==> config.mk <==
export PLATFORM = sky130hd
export DESIGN_NAME = rr_mux_scheduler
export DESIGN_NICKNAME = d
export VERILOG_FILES = /design/src/rtl/rr_mux_scheduler.sv
export SDC_FILE = /design/constraint.sdc
export NUM_CORES = 1
export LEC_CHECK = 0
export CAP_MARGIN = 0
export CORE_UTILIZATION = 31
export DETAILED_ROUTE_END_ITERATION = 10
export PLACE_DENSITY = 0.75
export SETUP_SLACK_MARGIN = 0.02
export SYNTH_ARGS = -nofsm -noshare
export SYNTH_HDL_FRONTEND = slang
export SYNTH_HIERARCHICAL = 1
export SYNTH_SLANG_ARGS = --single-unit
==> constraint.sdc <==
create_clock -name clk -period 5.6 [get_ports clk]
set_input_delay 1.12 -clock clk [delete_from_list [all_inputs] [get_ports clk]]
set_output_delay 1.12 -clock clk [all_outputs]
set_load 0.05 [all_outputs]
==> src/rtl/rr_mux_scheduler.sv <==
// Round-robin scheduler sharing one K-bit multiplexer among 2^N requesters.
// The selected word is captured into a registered output stage and offered
// downstream over valid/ready. Grants rotate from a pointer that advances
// past the last served requester once its word has been accepted.

module generic_mux #(
    parameter int N = 2,
    parameter int K = 8
) (
    input  logic [(2**N)*K-1:0] D,
    input  logic [N-1:0]        S,
    output logic [K-1:0]        Y
);
    // Plain indexed word select
    assign Y = D[S*K +: K];
endmodule

module rr_mux_scheduler #(
    parameter int N = 2,
    parameter int K = 8
) (
    input  logic                  clk,
    input  logic                  rst_n,
    input  logic [(2**N)-1:0]     req_valid,
    input  logic [(2**N)*K-1:0]   req_data,
    output logic [(2**N)-1:0]     req_ready,
    output logic                  out_valid,
    output logic [K-1:0]          out_data,
    output logic [N-1:0]          out_src,
    input  logic                  out_ready,
    output logic [N-1:0]          sel,
    output logic                  busy
);
    localparam int NR = 2**N;

    typedef enum logic [0:0] {
        IDLE = 1'b0,
        SEND = 1'b1
    } state_t;

    state_t          state_r, state_nx_s;
    logic [N-1:0]    ptr_r, ptr_nx_s;
    logic [N-1:0]    out_src_r, out_src_nx_s;
    logic [K-1:0]    out_data_r, out_data_nx_s;
    logic            out_valid_r, out_valid_nx_s;
    logic [N-1:0]    grant_idx_s;
    logic            any_req_s;
    logic [N-1:0]    sel_s;
    logic [K-1:0]    mux_y_s;
    logic [NR-1:0]   req_ready_s;

    // Shared datapath multiplexer; its output is the capture source
    generic_mux #(.N(N), .K(K)) u_mux (
        .D (req_data),
        .S (sel_s),
        .Y (mux_y_s)
    );

    // Rotating priority search: first valid requester starting at ptr
    always_comb begin
        logic [N-1:0] cand;
        logic         found;
        grant_idx_s = ptr_r;
        found       = 1'b0;
        cand        = ptr_r;
        for (int k = 0; k < NR; k++) begin
            cand = ptr_r + N'(k);
            if (!found && req_valid[cand]) begin
                grant_idx_s = cand;
                found       = 1'b1;
            end else begin
                grant_idx_s = grant_idx_s;
            end
        end
        any_req_s = |req_valid;
    end

    // Next-state, select and handshake decode
    always_comb begin
        state_nx_s     = state_r;
        ptr_nx_s       = ptr_r;
        out_src_nx_s   = out_src_r;
        out_data_nx_s  = out_data_r;
        out_valid_nx_s = out_valid_r;
        sel_s          = ptr_r;
        req_ready_s    = {NR{1'b0}};
        case (state_r)
            IDLE: begin
                if (any_req_s) begin
                    sel_s                    = grant_idx_s;
                    req_ready_s[grant_idx_s] = 1'b1;
                    out_data_nx_s            = mux_y_s;
                    out_src_nx_s             = grant_idx_s;
                    out_valid_nx_s           = 1'b1;
                    state_nx_s               = SEND;
                end else begin
                    sel_s = ptr_r;
                end
            end
            SEND: begin
                // Mux points back at the served requester; word is held
                sel_s = out_src_r;
                if (out_ready) begin
                    out_valid_nx_s = 1'b0;
                    ptr_nx_s       = out_src_r + {{(N-1){1'b0}}, 1'b1};
                    state_nx_s     = IDLE;
                end else begin
                    out_valid_nx_s = 1'b1;
                end
            end
            default: begin
                state_nx_s     = IDLE;
                out_valid_nx_s = 1'b0;
            end
        endcase
    end

    // State, pointer and output stage registers
    always_ff @(posedge clk or negedge rst_n) begin
        if (!rst_n) begin
            state_r     <= IDLE;
            ptr_r       <= {N{1'b0}};
            out_src_r   <= {N{1'b0}};
            out_data_r  <= {K{1'b0}};
            out_valid_r <= 1'b0;
        end else begin
            state_r     <= state_nx_s;
            ptr_r       <= ptr_nx_s;
            out_src_r   <= out_src_nx_s;
            out_data_r  <= out_data_nx_s;
            out_valid_r <= out_valid_nx_s;
        end
    end

    // Ready is held low while reset is asserted, whatever req_valid does
    assign req_ready = rst_n ? req_ready_s : {NR{1'b0}};
    assign out_valid = out_valid_r;
    assign out_data  = out_data_r;
    assign out_src   = out_src_r;
    assign sel       = sel_s;
    assign busy      = (state_r == SEND);

endmodule

# --- After elaboration in Yosys (flattened, before gate mapping) ---
# Index checks and enable logic that the tools add are counted.
# Widths: inputs -> output; s select.
word_totals:
  output_inout_bits: 18
  inputBits: 39
  word_cells: 54
  ff_bits: 14
op_classes:
  n_lt_le_gt_ge: 6
  mux: 26
  n_addsub: 4
  shift: 1
  reduce_logical: 10
  eq_ne: 1
  bitwise_logic: 1
op_table:
  columns: ["cell", "count"]
  rows:
  - ["$shiftx 32x6->8", 1]
  - ["$lt 2x3->1 const B", 5]
  - ["$mux 4", 3]
  - ["$mux 1", 11]
  - ["$bmux 1 s2", 4]
  - ["$mux 2", 4]
  - ["$add 2x1->2 const B", 2]
  - ["$add 2x2->2 const B", 2]
  - ["$logic_and 1x1->1", 4]
  - ["$pmux 1 s2", 2]
  - ["$pmux 2 s2", 1]
  - ["$reduce_and 2->1", 2]
  - ["$reduce_or 4->1", 1]
  - ["$logic_not 1->1", 3]
  - ["$demux 1 s2", 1]
  - ["$ge 2x1->1 const B", 1]
  - ["$ne 2x2->1 const B", 1]
  - ["$not 1->1", 1]

# --- Depth between registers and ports, before layout ---
# Gate-level depths: netlist (run 1).
depth:
  ltp_word: 19
  ltp_mapped: 7
  ltp_nobuf: 6

# --- Cells and area by module ---
# The synthesis (run 1) kept the hierarchy.
modules_own_cells:
  columns: ["mod", "instances", "seq_area_each_um2", "area_each_um2", "cells_each"]
  rows:
  - ["rr_mux_scheduler", 1, 350.3, 708.2, 64]
  - ["generic_mux", 1, 0.0, 196.4, 10]

# --- Least setup slack after synthesis (run 1) ---
# Ideal clock, no wire load.
synth_timing:
  path_kind: "in2out"
  from: "input req_valid[0]"
  to: "output sel[1]"
  required_ns: 4.480
  n_path_buf: 1
  t_arrival_ns: 3.043
  path_slack_ns: 1.437
  cell_stages: 4
  path_cell_list: "nor4_4 nor2_2 buf_6 a222oi_1"
synth_between:
  elab_chain_len: 14
  word_cells_on_any_way: 23
  cone_classes: "mux (16); reduce/logical (7)"
synth_lines:
  columns: ["item", "line_no", "text"]
  rows:
  - ["start, declared", "24", "input logic [(2**N)-1:0] req_valid,"]
  - ["$bmux 1 s2", "68", "if (!found && req_valid[cand]) begin"]
  - ["$mux 1 (not written as such)", "68", null]
  - ["$mux 1", "68", null]
  - ["$logic_not 1->1", "68", null]
  - ["$logic_and 1x1->1", "68", null]
  - ["$mux 1", "68", null]
  - ["$logic_not 1->1", "68", null]
  - ["$logic_and 1x1->1", "68", null]
  - ["$mux 1", "68", null]
  - ["$logic_not 1->1", "68", null]
  - ["$logic_and 1x1->1", "68", null]
  - ["$mux 2", "68", null]
  - ["$mux 2 *", "89", "if (any_req_s) begin"]
  - ["$pmux 2 s2 *", "87", "case (state_r)"]
  - ["end, declared", "31", "output logic [N-1:0] sel,"]
# Every way passes the cells marked *; elsewhere a longest branch is shown, timed or not. The select of a mux whose other input is x is not followed.

# --- Final worst setup path (run 1) ---
layout_timing:
  from: "input req_valid[3]"
  to: "output sel[0]"
# Same word-level chain as after synthesis.

==> out/metrics.cfg, run 1 <==
[grt]
grtUsageMet1_pct = 18.62
antenna_found_initial = 0
met3_track_usage_gr_pct = 5.116
grt_pass1_wl_mm = 3.857
groute.usage.overall_pct = 15.54
grt_start_max_net_pins = 16
grt_use_met2_pct = 27.21
grt_overflow = 0
grt_busiest_layer = met2
first_global_vias = 927

[synth]
yosys_top_cell_area_share_pct = 38.73
synthDominantAreaCellType = dfrtp_1
synth.top_cells.by_area = dfrtp_1 39%, mux4_2 20%, mux2_2 10%
yosysUniqueCellTypes = 25
postSynthNetCount = 113
synth_sequential_area_ratio_pct = 38.73
ys_seq_elements = 14
post_synth.cell_area_avg_um2 = 12.22
post_synthesis_cell_area_um2 = 904.6
syn-instance-count = 74
yosys_warnings = 6

[timing]
timing.max_slew.rel_slack_pct = 26.31
finalCriticalPeriod_ns = 5.246
final_setup_vio_count = 0
tightest_slew_ns = 1.099
rsz_0062_raised_after_global_routing = false
finalMaxSlewViolations = 0
hold_viol = 0
setup_total_negative_slack_ns = 0
post_route_clock_period_utilization_pct = 93.68
max_clock_freq_ghz = 0.1906
skew_ns = 0.004547
post-route-worst-setup-slack_ns = 0.3538

[clock_tree]
cts.htree.levels = 1
post_cts.repair.setup_buffers = 0
number_of_cts_inserted_buffers = 3
hold_buffers = 0
clkTransAtPathRegs_ns = 0.09
numClockSinks = 14
ctsLongestPathBuffers = 2
clk-insertion-delay-late_ns = 0.27
clock-root-buffer = clkbuf_4
clock_tree_from_tritoncts = yes
cts_resized = 0

[drt]
post_drt_wl_per_cell_um = 13.83
totalWireLength_mm = 2.268
route.detailed.vias_per_inst = 5.110
via_count = 838
drtAntennaViolNets = 0
drt_first_pass_iters = 5
dr.first_iter.drc_count = 20
drt_drc_violations_left = 0

[run_status]
outcome = complete, no violations

[floorplanning]
die-area_um2 = 3138
core_um2 = 2758
initial_core_util_pct = 32.80
num_rows = 19
die-width_um = 56.02
num_io_pins = 57
chipHeight_um = 56.02

[worst_setup_path]
cp.arrival_ns = 4.13
criticalPathCategory = in2out
critical_path_peak_fanout = 9
critical_path_required_ns = 4.48
setup.worst_path.start_class = input port
setup.worst_path.end_class = primary output

[power_and_ir_drop]
static-leakage-power_nw = 0.5998
power.ir.vdd_worst_mv = 0.2943
p_per_area_nw_per_um2 = 440.3

[final_layout]
combined_flip_flop_and_latch_cell_area_um2 = 350.3
layout.cells.most_common_list = 55 x clkdlybuf4s50_1, 14 x dfrtp_1, 8 x mux2_2, 8 x mux4_2, 7 x a21oi_1
design.final.nets = 173
fillCellCount = 250
antenna-diode-count = 0
drive_gt1_share_pct = 21.05
layout.cells.most_common = clkdlybuf4s50_1
total_area_of_multi_input_combinational_cells_um2 = 513.0
area_delta_synth_final_pct = 70.95

[placed_design]
preCtsSetupSlack_ns = 0.2407
post-dp-hpwl_mm = 1.887
gp_routability_congestion = 0.7688
io_buffer_count = 56

[worst_hold_path]
holdCritPathClass = reg2reg

[flow_run]
max_cap_viol_count = 0

-- cells in the mapped netlist --
master and number:
dfrtp_1 14, mux2_2 8, mux4_2 8, a21oi_1 7
inv_1 4, nand2_1 4, nor2_1 3, nor2b_1 3
nor3b_1 3, o21ai_0 3, buf_6 2, o31ai_1 2
a21boi_0 1, a222oi_1 1, a22oi_1 1, and3b_1 1
clkbuf_1 1, clkbuf_2 1, nor2_2 1, nor3_1 1
nor4_4 1, o221ai_2 1, o22a_1 1, o22ai_1 1
xor2_1 1
-- cell type report --
| class | instances | share of cell area [%] |
|---|---|---|
| multi-input cells | 52 | 33.17 |
| well taps | 31 | 2.508 |
| flip-flops and latches | 14 | 22.65 |
| clock buffers | 4 | 2.346 |
| repair buffers | 59 | 38.35 |
| inverters | 4 | 0.9709 |
-- through the flow --
stage	cells	power (W)	hold WS [ns]	utilization, %	cell area [µm²]
floorplan	74	0.0004635	0.5292	-	904.6
global placement	160	0.0006065	0.4897	54.76	1510
detailed placement	160	0.0006150	0.5000	54.76	1510
CTS	164	0.0006902	0.5243	56.08	1546
global route	164	0.0007167	0.5349	56.08	1546
finish	164	0.0006809	0.5192	56.08	1546
-- path summary, 6_finish.rpt --
kind | startpoint | to | slack (ns) | cells past startpoint
setup / recovery | req_valid[3] | sel[0] | 0.35 | 6
hold / removal | out_data[6] | out_data[6] | 0.52 | 1
setup reg to reg | ptr_r[1] | out_data[2] | 2.73 | 6
hold reg to reg | out_data[6] | out_data[6] | 0.52 | 1
max in group asynchronous | rst_n | busy | 4.27 | 2
min in group asynchronous | rst_n | out_data[1] | 1.15 | 2
-- critical path, stage by stage --
cell and delay, ns:
clkdlybuf4s50_1 0.60, nor2b_1 0.11, o21ai_0 0.20, o221ai_2 0.19, o31ai_2 0.94, clkdlybuf4s50_1 0.97
-- where the power goes --
group,internal (W),switching (W)
registers,0.000142,0.0000346
clock network,0.0000395,0.0000311
logic,0.000187,0.000246
total,0.000369,0.000312
-- state kept, by name, summed over array words and instances (netlist names) --
signal	flops
out_valid	1
out_data	8
ptr_r	2
busy	1
out_src	2
-- logic make-up after synthesis --
group / synth area share (%)
AOI/OAI and AO/OA: 13.28
DFF: 38.73
buffers and inverters: 5.116
and+or+nand+nor: 12.03
muxes: 29.88
xor gates and xnor gates: 0.9684
-- per-layer routing --
layer	share of wire, %	wire length [µm]
met2	49	1106
met1	41	923
met3	10	238
met4	0	0
met5	0	0
Note: power is estimated with default switching activity, not from simulation.
==> run 2: changes to the inputs <==
--- a/config.mk
+++ b/config.mk
@@ -9,6 +9,7 @@
 export CORE_UTILIZATION = 31
 export DETAILED_ROUTE_END_ITERATION = 10
 export PLACE_DENSITY = 0.75
+export RECOVER_POWER = 50
 export SETUP_SLACK_MARGIN = 0.02
 export SYNTH_ARGS = -nofsm -noshare
 export SYNTH_HDL_FRONTEND = slang
==> run 2 against run 1 <==
Compared with the run above:
- worst setup slack improved by 0.023 ns
- clock-buffer cell count is the same
- highest routed layer unchanged
- sequential power barely moved
- first-iteration DRC count decreased by 30%
- critical path depth increased by 1
- largest cell class unchanged
- critical path type unchanged
- critical endpoint unchanged
==> out/metrics.cfg, run 2 (synthesized netlist as in run 1, its figures left out) <==
[drt]
drt_first_pass_iters = 4
post_drt_wl_per_cell_um = 13.77
drt_drc_violations_left = 0
dr.first_iter.drc_count = 14
via_count = 833
totalWireLength_mm = 2.258
drtAntennaViolNets = 0
route.detailed.vias_per_inst = 5.079

[final_layout]
layout.cells.most_common_list = 50 x clkdlybuf4s50_1, 14 x dfrtp_1, 8 x mux2_2, 8 x mux4_2, 7 x a21oi_1
drive_gt1_share_pct = 18.05
antenna-diode-count = 0
layout.cells.most_common = clkdlybuf4s50_1
design.final.nets = 173
area_delta_synth_final_pct = 68.19
number_of_flip_flops_in_the_largest_register = 8

[timing]
max_clock_freq_ghz = 0.1914
timing.max_slew.rel_slack_pct = 27.22
final_hold_slack_ns = 0.5129
setup_total_negative_slack_ns = 0
post_route_clock_period_utilization_pct = 93.28
final_setup_vio_count = 0
rsz_0062_raised_after_global_routing = false
tightest_slew_ns = 1.085
hold_viol = 0
skew_ns = 0.002527
finalMaxSlewViolations = 0
finalCriticalPeriod_ns = 5.224

[clock_tree]
hold_buffers = 0
cts.htree.levels = 1
clock_tree_from_tritoncts = yes
numClockSinks = 14
clock-root-buffer = clkbuf_4
cts_resized = 0
clkTransAtPathRegs_ns = 0.08
clk-insertion-delay-late_ns = 0.27
number_of_cts_inserted_buffers = 3
post_cts.repair.setup_buffers = 0
ctsLongestPathBuffers = 2

[grt]
grt_use_met2_pct = 27.21
groute.usage.overall_pct = 15.54
grt_start_max_net_pins = 16
grt_pass1_wl_mm = 3.857
antenna_found_initial = 0
grtUsageMet1_pct = 18.62
grt_busiest_layer = met2
first_global_vias = 927
grt_overflow = 0
met3_track_usage_gr_pct = 5.116

[power_and_ir_drop]
finalPower_w = 0.0006735
power.ir.vdd_worst_mv = 0.2792
p_per_area_nw_per_um2 = 442.7
static-leakage-power_nw = 0.5919

[worst_setup_path]
crit-reg2reg-launch = ptr_r[1]
worst_path_most_repeated_cell = clkdlybuf4s50_1
critPathSlowestCell = clkdlybuf4s50_1
setup.worst_path.start_class = input port
rr_endpoint = out_data[2]
cp.arrival_ns = 4.10
setup.reg_to_reg.worst_slack_ns = 2.74
setup.worst_path.end_class = primary output
critical_path.max_stage_delay_ns = 0.97
crit_chain = clkdlybuf4s50_1 > clkbuf_1 > nor4_1 > nor2b_1 > a22oi_1 > o31ai_2 > clkdlybuf4s50_1
timing.reg2reg.worst_path_depth = 6
criticalPathCategory = in2out
critical_path_peak_fanout = 9
critical_path_required_ns = 4.48

[placed_design]
post-dp-hpwl_mm = 1.887
gp_routability_congestion = 0.7688
io_buffer_count = 56

[floorplanning]
num_io_pins = 57
initial_core_util_pct = 32.80
die-width_um = 56.02
chipHeight_um = 56.02
die-area_um2 = 3138
core_um2 = 2758
num_rows = 19

[worst_hold_path]
holdCritPathClass = reg2reg
hold-path-cell-count = 1
hold_path.startpoint = out_data[6]
whs_endpoint = out_data[6]

[run_status]
outcome = complete, no violations

[flow_run]
max_cap_viol_count = 0

==> run 2: final cells by class <==
type,count,area [µm²]
tap,31,38.79
inverter,4,15.01
sequential,14,350.3
timing repair buffer,59,585.6
multi-input combinational,52,495.5
clock buffer,4,36.28
fill,253,1236
==> run 2: critical path, delay by kind of cell <==
family                 cells  cell delay [ns]
buffers and inverters      3             1.54
AND/OR/NAND/NOR            2             1.03
AO/OA/AOI/OAI              2             0.41
==> run 2: how the worst max path moves through the flow <==
stage / from / endpoint
2_1_floorplan: req_valid[0] / sel[1]
3_3_place_gp: req_valid[3] / sel[0]
3_5_place_dp: req_valid[3] / sel[0]
4_1_cts: req_valid[3] / sel[0]
5_1_grt: req_valid[0] / sel[0]
6_report: req_valid[0] / sel[0]
==> run 2: per-stage QoR <==
| stage | setup slack [ns] | util [%] | area, µm² | std cells |
|---|---|---|---|---|
| after global routing | 0.1209 | 55.17 | 1521 | 164 |
| after detailed placement | 0.2407 | 54.76 | 1510 | 160 |
| final | 0.3764 | 55.17 | 1521 | 164 |
| after floorplan | 1.437 | - | 904.6 | 74 |
| after global placement | 0.3412 | 54.76 | 1510 | 160 |
| after CTS | 0.2321 | 56.08 | 1546 | 164 |
==> run 2: per-layer routing <==
| metal | routed length [µm] | vias up |
|---|---|---|
| met5 | 0 | - |
| met4 | 0 | 0 |
| met3 | 244 | 0 |
| met2 | 1099 | 47 |
| met1 | 914 | 387 |
| li1 | - | 399 |
==> run 2: power breakdown <==
group          internal (W)  switching (W)
logic              0.000181       0.000245
registers          0.000142      0.0000339
clock network     0.0000395      0.0000312
total              0.000363       0.000310
==> run 3: changes to the inputs <==
--- a/config.mk
+++ b/config.mk
@@ -5,7 +5,7 @@
 export SDC_FILE = /design/constraint.sdc
 export NUM_CORES = 1
 export LEC_CHECK = 0
-export CAP_MARGIN = 0
+export CAP_MARGIN = 20
 export CORE_UTILIZATION = 31
 export DETAILED_ROUTE_END_ITERATION = 10
 export PLACE_DENSITY = 0.75
==> run 3 against run 2 <==
Compared with the run above:
- final cell count up 0.61%
- via count up 1.1%
- worst setup slack better by 0.24 ns
- core utilization up 1.0 points
- die area unchanged
- critical path type unchanged
- first-iteration DRC count down 21%
- total power up 1.2%
- wire length about the same
==> out/metrics.cfg, run 3 (synthesized netlist as in run 1, its figures left out) <==
[grt]
grt_overflow = 0
first_global_vias = 897
groute.usage.overall_pct = 15.68
grt_start_max_net_pins = 16
grt_pass1_wl_mm = 3.877
antenna_found_initial = 0

[timing]
final_setup_vio_count = 0
rsz_0062_raised_after_global_routing = false
tightest_slew_ns = 0.7812
setup_total_negative_slack_ns = 0
finalMaxSlewViolations = 0
hold_viol = 0
finalCriticalPeriod_ns = 4.981
skew_ns = 0.005083
timing.max_slew.rel_slack_pct = 47.92
post_route_clock_period_utilization_pct = 88.95
max_clock_freq_ghz = 0.2008

[drt]
via_count = 842
drtAntennaViolNets = 0
totalWireLength_mm = 2.260
route.detailed.vias_per_inst = 5.103
drt_drc_violations_left = 0
post_drt_wl_per_cell_um = 13.70
drt_first_pass_iters = 4
dr.first_iter.drc_count = 11

[worst_setup_path]
crit-reg2reg-launch = ptr_r[0]
cp-startpoint = req_valid[0]
timing.reg2reg.worst_path_depth = 7
cp-endpoint = sel[0]
rr_endpoint = out_data[2]
setup.reg_to_reg.worst_slack_ns = 3.17
setup.worst_path.start_class = input port
setup.worst_path.end_class = primary output
critical_path_peak_fanout = 8
cp.arrival_ns = 3.86
criticalPathCategory = in2out
critical_path_required_ns = 4.48

[final_layout]
fillCellCount = 245
number_of_flip_flops_in_the_largest_register = 8
antenna-diode-count = 0
drive_gt1_share_pct = 20.15
post-route-cell-area_um2 = 1550
area_delta_synth_final_pct = 71.37
combined_flip_flop_and_latch_cell_area_um2 = 350.3
total_area_of_multi_input_combinational_cells_um2 = 513.0
layout.cells.most_common_list = 48 x clkdlybuf4s50_1, 14 x dfrtp_1, 8 x mux2_2, 8 x mux4_2
design.final.nets = 174
layout.cells.most_common = clkdlybuf4s50_1

[placed_design]
gp_routability_congestion = 0.7688
detailed_place.area_um2 = 1521
post-dp-hpwl_mm = 1.899
io_buffer_count = 56

[floorplanning]
num_io_pins = 57
initial_core_util_pct = 32.80
core_um2 = 2758
num_rows = 19
chipHeight_um = 56.02
die-area_um2 = 3138
die-width_um = 56.02

[clock_tree]
cts_resized = 0
hold_buffers = 0
post_cts.repair.setup_buffers = 0
clk-insertion-delay-late_ns = 0.27
number_of_cts_inserted_buffers = 3
ctsLongestPathBuffers = 2
cts.htree.levels = 1
numClockSinks = 14
clock-root-buffer = clkbuf_4
clock_tree_from_tritoncts = yes
clkTransAtPathRegs_ns = 0.09

[run_status]
outcome = complete, no violations

[power_and_ir_drop]
p_int_w = 0.0003684
share_comb_of_total_power_pct = 63.7
power.ir.vdd_worst_mv = 0.3027
pwr-share-seq_pct = 25.7
clkPwrFrac_pct = 10.6
netSwitchingPower_w = 0.0003132
p_per_area_nw_per_um2 = 439.6
static-leakage-power_nw = 0.6005
netSwitchingFraction_pct = 45.95

[flow_run]
max_cap_viol_count = 0

[worst_hold_path]
holdCritPathClass = reg2reg
hold-path-cell-count = 1

-- run 3: final cells by class --
cell class,count,share of cell area [%]
well taps,31,2.502
clock buffers,4,2.341
repair buffers,60,38.50
multi-input cells,52,33.09
inverters,4,0.9685
flip-flops and latches,14,22.60
-- run 3: per-stage QoR --
step,util [%],cells,setup WS (ns),hold slack [ns],total power [W]
after global routing,56.22,165,0.4564,0.5325,0.0007178
final,56.22,165,0.6189,0.5136,0.0006816
after detailed placement,55.17,161,0.7717,0.4955,0.0006200
after global placement,54.76,160,0.3412,0.4897,0.0006065
after floorplan,-,74,1.437,0.5292,0.0004635
after CTS,56.49,165,0.7498,0.5211,0.0006945
-- run 3: power groups by stage --
stage                     registers, W  clock network [W]  logic [W]
after floorplan               0.000298                  0   0.000166
after CTS                     0.000176          0.0000744   0.000444
after global placement        0.000175                  0   0.000431
final                         0.000175          0.0000721   0.000434
after global routing          0.000180          0.0000789   0.000458
after detailed placement      0.000177                  0   0.000443
-- run 3: metal layers --
layer	vias to the layer above	GRT usage, %	part of all wire [%]
met1	383	19.04	39
met3	4	6.279	12
li1	402	-	-
met4	0	4.878	1.3
met2	53	25.51	47
met5	-	0	0
-- run 3: worst max-delay path: stages --
cell,delay (ns)
dlygate4sd3_1,0.55
clkbuf_1,0.18
nor4_4,0.42
nor2b_1,0.31
a22oi_1,0.13
o31ai_2,0.13
buf_6,0.21
clkdlybuf4s50_1,0.81
-- run 3: how the worst min path moves through the flow --
stage	start	end	slack [ns]
floorplan	ptr_r[0]	ptr_r[0]	0.53
global placement	out_data[0]	out_data[0]	0.49
detailed placement	out_data[1]	out_data[1]	0.50
CTS	out_data[0]	out_data[0]	0.52
global route	out_data[0]	out_data[0]	0.53
finish	out_data[6]	out_data[6]	0.51
